### config.mk
export PLATFORM = sky130hd
export DESIGN_NAME = bit_packer_param
export DESIGN_NICKNAME = d
export VERILOG_FILES = /design/src/rtl/viterbi_pkg.sv /design/src/rtl/pack_fifo.sv /design/src/rtl/bit_packer_param.sv
export SDC_FILE = /design/constraint.sdc
export NUM_CORES = 1
export LEC_CHECK = 0
export ABC_CLOCK_PERIOD_IN_PS = 2550
export BUFFER_PORTS_ARGS = -buffer_cell sky130_fd_sc_hd__buf_2
export CORE_AREA = 5 5 79 81
export DETAILED_ROUTE_END_ITERATION = 10
export DIE_AREA = 0 0 84 86
export GPL_TIMING_DRIVEN = 0
export PLACE_DENSITY = 0.81
export SETUP_SLACK_MARGIN = 0.3
export SYNTH_ARGS = -nofsm -noshare
export SYNTH_HDL_FRONTEND = slang
export SYNTH_SLANG_ARGS = --single-unit
### constraint.sdc
create_clock -name clk -period 2.55 [get_ports clk]
set_input_delay 0.1275 -clock clk [delete_from_list [all_inputs] [get_ports clk]]
set_output_delay 0.1275 -clock clk [all_outputs]
set_load 0.05 [all_outputs]
### src/rtl/viterbi_pkg.sv
// rtl/viterbi_pkg.sv - shared constants for the decoder output bit packer
// Purpose: default packer geometry, statistics counter width and a width helper.
// Ports: none (package).
package viterbi_pkg;

  localparam int DEF_OUT_W      = 8;
  localparam int DEF_IN_W       = 1;
  localparam int DEF_FIFO_DEPTH = 4;
  localparam int STATS_W        = 16;

  // Width of a bit count that must hold 0..out_w inclusive.
  function automatic int nbits_w(input int out_w);
    return $clog2(out_w) + 1;
  endfunction

endpackage

### src/rtl/pack_fifo.sv
// rtl/pack_fifo.sv - synchronous output FIFO for packed words
// Purpose: DEPTH-entry FIFO, power-of-2 depth, show-ahead read (head visible while not empty).
// Ports:
//   i_clk, i_rst_n      clock, asynchronous active-low reset
//   i_push, i_push_data write request and data (accepted when not full, or full with a pop)
//   i_pop               read request (ignored when empty)
//   o_rd_data           head entry, zero while empty
//   o_full, o_empty     occupancy flags
module pack_fifo #(
  parameter int WIDTH = 8,
  parameter int DEPTH = 4
) (
  input  logic             i_clk,
  input  logic             i_rst_n,
  input  logic             i_push,
  input  logic [WIDTH-1:0] i_push_data,
  input  logic             i_pop,
  output logic [WIDTH-1:0] o_rd_data,
  output logic             o_full,
  output logic             o_empty
);

  localparam int AW = $clog2(DEPTH);

  logic [WIDTH-1:0] r_mem [DEPTH];
  // One extra wrap bit on each pointer separates full from empty.
  logic [AW:0]      r_wr_ptr;
  logic [AW:0]      r_rd_ptr;
  logic             w_do_push;
  logic             w_do_pop;

  assign o_empty   = (r_wr_ptr == r_rd_ptr);
  assign o_full    = (r_wr_ptr[AW] != r_rd_ptr[AW]) &&
                     (r_wr_ptr[AW-1:0] == r_rd_ptr[AW-1:0]);
  assign w_do_pop  = i_pop && !o_empty;
  // A push into a full FIFO is legal when the head leaves on the same edge.
  assign w_do_push = i_push && (!o_full || w_do_pop);
  assign o_rd_data = o_empty ? '0 : r_mem[r_rd_ptr[AW-1:0]];

  always_ff @(posedge i_clk or negedge i_rst_n) begin
    if (!i_rst_n) begin
      r_wr_ptr <= '0;
      r_rd_ptr <= '0;
    end else begin
      if (w_do_push) r_wr_ptr <= r_wr_ptr + {{AW{1'b0}}, 1'b1};
      if (w_do_pop)  r_rd_ptr <= r_rd_ptr + {{AW{1'b0}}, 1'b1};
    end
  end

  always_ff @(posedge i_clk) begin
    if (w_do_push) r_mem[r_wr_ptr[AW-1:0]] <= i_push_data;
  end

endmodule

### src/rtl/bit_packer_param.sv
// rtl/bit_packer_param.sv - packs IN_W-bit decoded beats into OUT_W-bit words
// Purpose: accumulates input beats into words (LSB- or MSB-first), flushes partial
//   words on in_last, and queues words in pack_fifo toward the sink.
// Ports:
//   clk, rst_n                          clock, asynchronous active-low reset
//   in_valid/in_ready/in_bits/in_last   input beat handshake (in_bits[0] earliest)
//   out_valid/out_ready                 output word handshake
//   out_word/out_nbits/out_last         packed word, valid bit count, frame end
//   word_cnt/frame_cnt                  popped words / popped frame-ending words
//                                       (only when BIT_PACKER_STATS_EN is defined)
module bit_packer_param
  import viterbi_pkg::*;
#(
  parameter int OUT_W      = DEF_OUT_W,
  parameter int IN_W       = DEF_IN_W,
  parameter int FIFO_DEPTH = DEF_FIFO_DEPTH,
  parameter int MSB_FIRST  = 0
) (
  input  logic                   clk,
  input  logic                   rst_n,
  input  logic                   in_valid,
  output logic                   in_ready,
  input  logic [IN_W-1:0]        in_bits,
  input  logic                   in_last,
  output logic                   out_valid,
  input  logic                   out_ready,
  output logic [OUT_W-1:0]       out_word,
  output logic [$clog2(OUT_W):0] out_nbits,
  output logic                   out_last
`ifdef BIT_PACKER_STATS_EN
  ,
  output logic [STATS_W-1:0]     word_cnt,
  output logic [STATS_W-1:0]     frame_cnt
`endif
);

  localparam int CW = nbits_w(OUT_W);
  localparam int FW = OUT_W + CW + 1;

  if (OUT_W < 2) begin : g_chk_out_w
    $error("bit_packer_param: OUT_W must be >= 2");
  end
  if ((IN_W < 1) || ((OUT_W % IN_W) != 0)) begin : g_chk_in_w
    $error("bit_packer_param: IN_W must divide OUT_W");
  end
  if ((FIFO_DEPTH < 2) || ((FIFO_DEPTH & (FIFO_DEPTH - 1)) != 0)) begin : g_chk_depth
    $error("bit_packer_param: FIFO_DEPTH must be a power of 2, >= 2");
  end

  logic [OUT_W-1:0] r_acc;
  logic [CW-1:0]    r_cnt;
  logic [IN_W-1:0]  w_bits_rev;
  logic [OUT_W-1:0] w_ins;
  logic [OUT_W-1:0] w_acc_next;
  logic [CW-1:0]    w_cnt_sum;
  logic             w_fire;
  logic             w_push;
  logic [FW-1:0]    w_push_data;
  logic [FW-1:0]    w_rd_data;
  logic             w_full;
  logic             w_empty;

  // New bits land right after those already held: growing up from bit 0 when
  // LSB-first, growing down from bit OUT_W-1 when MSB-first. Both forms give the
  // required alignment for partial words without any extra shifting at flush.
  always_comb begin
    w_bits_rev = '0;
    for (int k = 0; k < IN_W; k++) w_bits_rev[k] = in_bits[IN_W-1-k];
    if (MSB_FIRST != 0) w_ins = (OUT_W'(w_bits_rev) << (OUT_W - IN_W)) >> r_cnt;
    else                w_ins = OUT_W'(in_bits) << r_cnt;
  end

  assign w_acc_next  = r_acc | w_ins;
  assign w_cnt_sum   = r_cnt + CW'(IN_W);
  assign in_ready    = rst_n && !w_full;
  assign w_fire      = in_valid && in_ready;
  assign w_push      = w_fire && ((w_cnt_sum == CW'(OUT_W)) || in_last);
  assign w_push_data = {in_last, w_cnt_sum, w_acc_next};

  always_ff @(posedge clk or negedge rst_n) begin
    if (!rst_n) begin
      r_acc <= '0;
      r_cnt <= '0;
    end else if (w_fire) begin
      if (w_push) begin
        r_acc <= '0;
        r_cnt <= '0;
      end else begin
        r_acc <= w_acc_next;
        r_cnt <= w_cnt_sum;
      end
    end
  end

  pack_fifo #(
    .WIDTH (FW),
    .DEPTH (FIFO_DEPTH)
  ) u_fifo (
    .i_clk       (clk),
    .i_rst_n     (rst_n),
    .i_push      (w_push),
    .i_push_data (w_push_data),
    .i_pop       (out_ready),
    .o_rd_data   (w_rd_data),
    .o_full      (w_full),
    .o_empty     (w_empty)
  );

  assign out_valid = !w_empty;
  assign out_word  = w_rd_data[OUT_W-1:0];
  assign out_nbits = w_rd_data[OUT_W +: CW];
  assign out_last  = w_rd_data[FW-1];

`ifdef BIT_PACKER_STATS_EN
  logic [STATS_W-1:0] r_word_cnt;
  logic [STATS_W-1:0] r_frame_cnt;

  always_ff @(posedge clk or negedge rst_n) begin
    if (!rst_n) begin
      r_word_cnt  <= '0;
      r_frame_cnt <= '0;
    end else if (out_valid && out_ready) begin
      r_word_cnt <= r_word_cnt + STATS_W'(1);
      if (out_last) r_frame_cnt <= r_frame_cnt + STATS_W'(1);
    end
  end

  assign word_cnt  = r_word_cnt;
  assign frame_cnt = r_frame_cnt;
`endif

endmodule

==> impl_summary.txt <==
----------------------------------------------------
[Outcome]
  Result of the run ... complete, no violations

[Logic synthesis]
  Area share of the leading cell type in the synthesized netlist ... 50.1%
  Largest area contributor in the netlist ... edfxtp_1
  Proportion of register bits with asynchronous set or reset after synthesis ... 25.7%
  Most used flip-flop cell after synthesis ... edfxtp_1
  EDFF count, synth ... 52
  Post-synthesis cell type count ... 43
  Cell count after synthesis ... 190
  Leading cell types by total area after synthesis ... edfxtp_1 (50%), dfrtp_1 (14%), mux4_2 (6.5%)
  Synth warnings ... 0
  Synthesized netlist net count ... 202
  Number of storage elements in the synthesis netlist ... 70
  Share of the yosys chip area belonging to registers ... 64.5%
  Mapped cell area ... 3120 sq um
  Mean cell area of the mapped netlist ... 16.4 sq um

[Timing]
  Count of final setup violators ... 0
  Post-layout minimum cycle time ... 2.14 ns
  Number of slew-limit violations in the final report ... 0
  Timing-limited maximum frequency ... 0.467 GHz
  Fin worst setup slack ... 0.407 ns
  Skew final ... 0.0110 ns
  Final worst path period share ... 84.0%
  Unrepaired setup endpoints after global routing ... no
  Final hold viol count ... 0
  Worst-case headroom to the max-slew limit ... 41.3%
  Actual transition at the worst max-transition pin ... 0.877 ns
  Sum of negative setup slack ... 0 ns

[Die]
  Starting utilization of the core area ... 57.7%
  Number of top-level design ports ... 21
  Std cell rows ... 27
  Die W ... 84 um
  Overall die height ... 86 um
  Total Die Area ... 7220 sq um
  Core Footprint ... 5410 sq um

[CTS]
  CTS Sinks ... 70
  Worst skew pair latency ... 0.34 ns
  CTS Buf Count ... 9
  Maximum clock insertion buffer count ... 2
  Max H-tree Level ... 3
  Clock edge transition at the registers on the reported setup and hold paths ... 0.07 ns
  Clock tree from TritonCTS ... done
  CTS root buf ... clkbuf_8

[Global route]
  Number of global-route vias before repair ... 1647
  First-pass GRT wire length ... 8310 um
  Maximum number of pins on one net before global-route repair ... 19
  Total overflow reported by the global router ... 0
  Initial antenna violation count ... 0
  Overall global routing resource usage ... 15.5%

[Worst setup path]
  Startpoint of the lowest-slack register-to-register path ... u_fifo.r_rd_ptr[0]$_DFFE_PN0P_
  Endpoint required time on the critical path ... 2.52 ns
  Type of element launching the critical path ... flop
  Setup slack of the worst register-to-register path ... 0.41 ns
  Critical register-to-register path endpoint ... u_fifo.r_mem[0][11]$_DFFE_PP_
  Capture point of the worst path ... u_fifo.r_mem[0][11]$_DFFE_PP_
  Highest fanout seen on the critical path ... 13
  Critical Path Source ... u_fifo.r_rd_ptr[0]$_DFFE_PN0P_
  Number of cells traversed by the worst register-to-register path ... 5
  Endpoint type of the worst setup path ... flop
  Startpoint-to-endpoint class of the critical path ... flop to flop
  Worst endpoint data arrival time ... 2.11 ns

[Layout]
  Final standard cell utilization of the core ... 65.1%
  Fraction of final layout cells sized beyond drive strength 1 ... 34.8%
  Area growth from synthesis to final layout ... 12.9%
  Final-stage net count ... 234
  Number of fillers in the final layout ... 389
  Ant. Diodes ... 0

[Placed design]
  Worst-case setup slack after placement ... 0.189 ns
  Placer Congestion ... 0.785
  Buffers added on ports ... 20
  Total half-perimeter wirelength after legalization and detailed placement ... 3430 um

[Worst hold path]
  Type of the worst min-delay path ... primary input to flop
  Cells on Worst Hold Path ... 3
  Beginning of the worst hold path ... out_ready

[Route]
  DRC ... 0
  Count of TritonRoute iterations in the first routing pass ... 4
  WL/cell ... 17.4 um
  Remaining antenna violation count after routing ... 0
  Number of design-rule violations left by the first detailed-router iteration ... 140
  DR vias/cell ... 5.40
  DR vias ... 1616
  DRT Wirelength ... 5200 um

[Job]
  Max-cap check violation count ... 0

----------------------------------------------------
[cells in the mapped netlist, drive strengths merged (2+ instances only)]
master and count:
a22o 2, buf 8, a31oi 3, clkbuf 3, nand3b 4, a21oi 8
or2 7, mux2 3, dfrtp 18, ha 6, and2 16, edfxtp 52
nand2 3, nor2 13, inv 5, nor3 4, xor2 2, nand3 3
xnor2 7, mux4 13
[flip-flops by register name, summed over array words and instances (netlist names)]
signal           flops
r_acc                8
u_fifo.r_wr_ptr      3
u_fifo.r_rd_ptr      3
u_fifo.r_mem        52
r_cnt                4
[final cells by class]
class / count / area, sq um / share of cell area, %
Timing Repair Buffer: 21 / 110 / 3.13
Tap cell: 72 / 90.1 / 2.56
Sequential cell: 70 / 2010 / 57.1
Clock buffer: 9 / 124 / 3.52
Clock inverter: 7 / 73.8 / 2.10
Inverter: 5 / 18.8 / 0.533
Buffer: 11 / 97.6 / 2.77
Multi-Input combinational cell: 104 / 995 / 28.3
[critical path: stages, from the launching register on]
cell and delay [ns]:
dfrtp_1 0.40, buf_6 0.15, xnor2_2 0.18, a31oi_4 0.27, o21a_4 0.19, and2_1 0.58
[placed cells by master, fill, tap and decap left out, types with 2 or more instances in the layout]
cell type	count
ha_1	6
buf_6	4
dfrtp_1	18
nor2_1	13
clkbuf_2	3
nor3_1	3
and2_1	14
buf_2	22
nand2_1	2
mux2_4	2
and2_2	2
xnor2_1	4
inv_1	5
a22o_1	2
mux4_1	4
xnor2_2	3
clkinvlp_4	4
nand3_1	3
edfxtp_1	52
clkbuf_8	9
a31oi_1	2
nand3b_1	3
or2_2	7
mux4_2	9
a21oi_1	7
[worst min path at each step]
stage / to / slack, ns
3_3_place_gp: u_fifo.r_wr_ptr[2]$_DFFE_PN0P_ / 0.09
4_1_cts: u_fifo.r_rd_ptr[0]$_DFFE_PN0P_ / 0.07
6_report: u_fifo.r_rd_ptr[0]$_DFFE_PN0P_ / 0.07
5_1_grt: u_fifo.r_rd_ptr[0]$_DFFE_PN0P_ / 0.1
3_5_place_dp: u_fifo.r_wr_ptr[2]$_DFFE_PN0P_ / 0.11
2_1_floorplan: r_acc[0]$_DFFE_PN0P_ / -0.17
[layer usage]
metal	global-route usage [%]	routed length [um]	vias up
met5	0	0	-
met4	8.33	112	0
met3	3.17	230	9
met2	24.9	2590	33
met1	20.0	2270	798
li1	-	-	776
[logic make-up (layout without fill, tap and decap cells)]
family / after synthesis / after routing / share of synthesized area [%]
DFF: 70 / 70 / 64.5
buffers and inverters: 16 / 53 / 3.69
and+or+nand+nor: 53 / 53 / 9.63
adders and majority gates: 6 / 6 / 2.41
xor gates and xnor gates: 9 / 9 / 3.49
muxes: 16 / 16 / 11.2
AOI/OAI and AO/OA: 20 / 20 / 5.09
[metrics by stage]
step	hold WS, ns	std cells	instance area [sq um]
after floorplan	-0.168	190	3120
after global placement	0.0938	282	3310
after detailed placement	0.106	282	3310
after CTS	0.0699	299	3520
after global routing	0.0959	299	3520
final	0.0725	299	3520
[timing repair]
action                     CTS  global route
resized for setup            2             1
hold buffers                 1             0
setup buffers                0             0
setup endpoints to repair   22             9
hold endpoints to repair    18             0
Power is not shown: default switching activity piles up to over one toggle a cycle in this logic, so the estimate is an artifact.
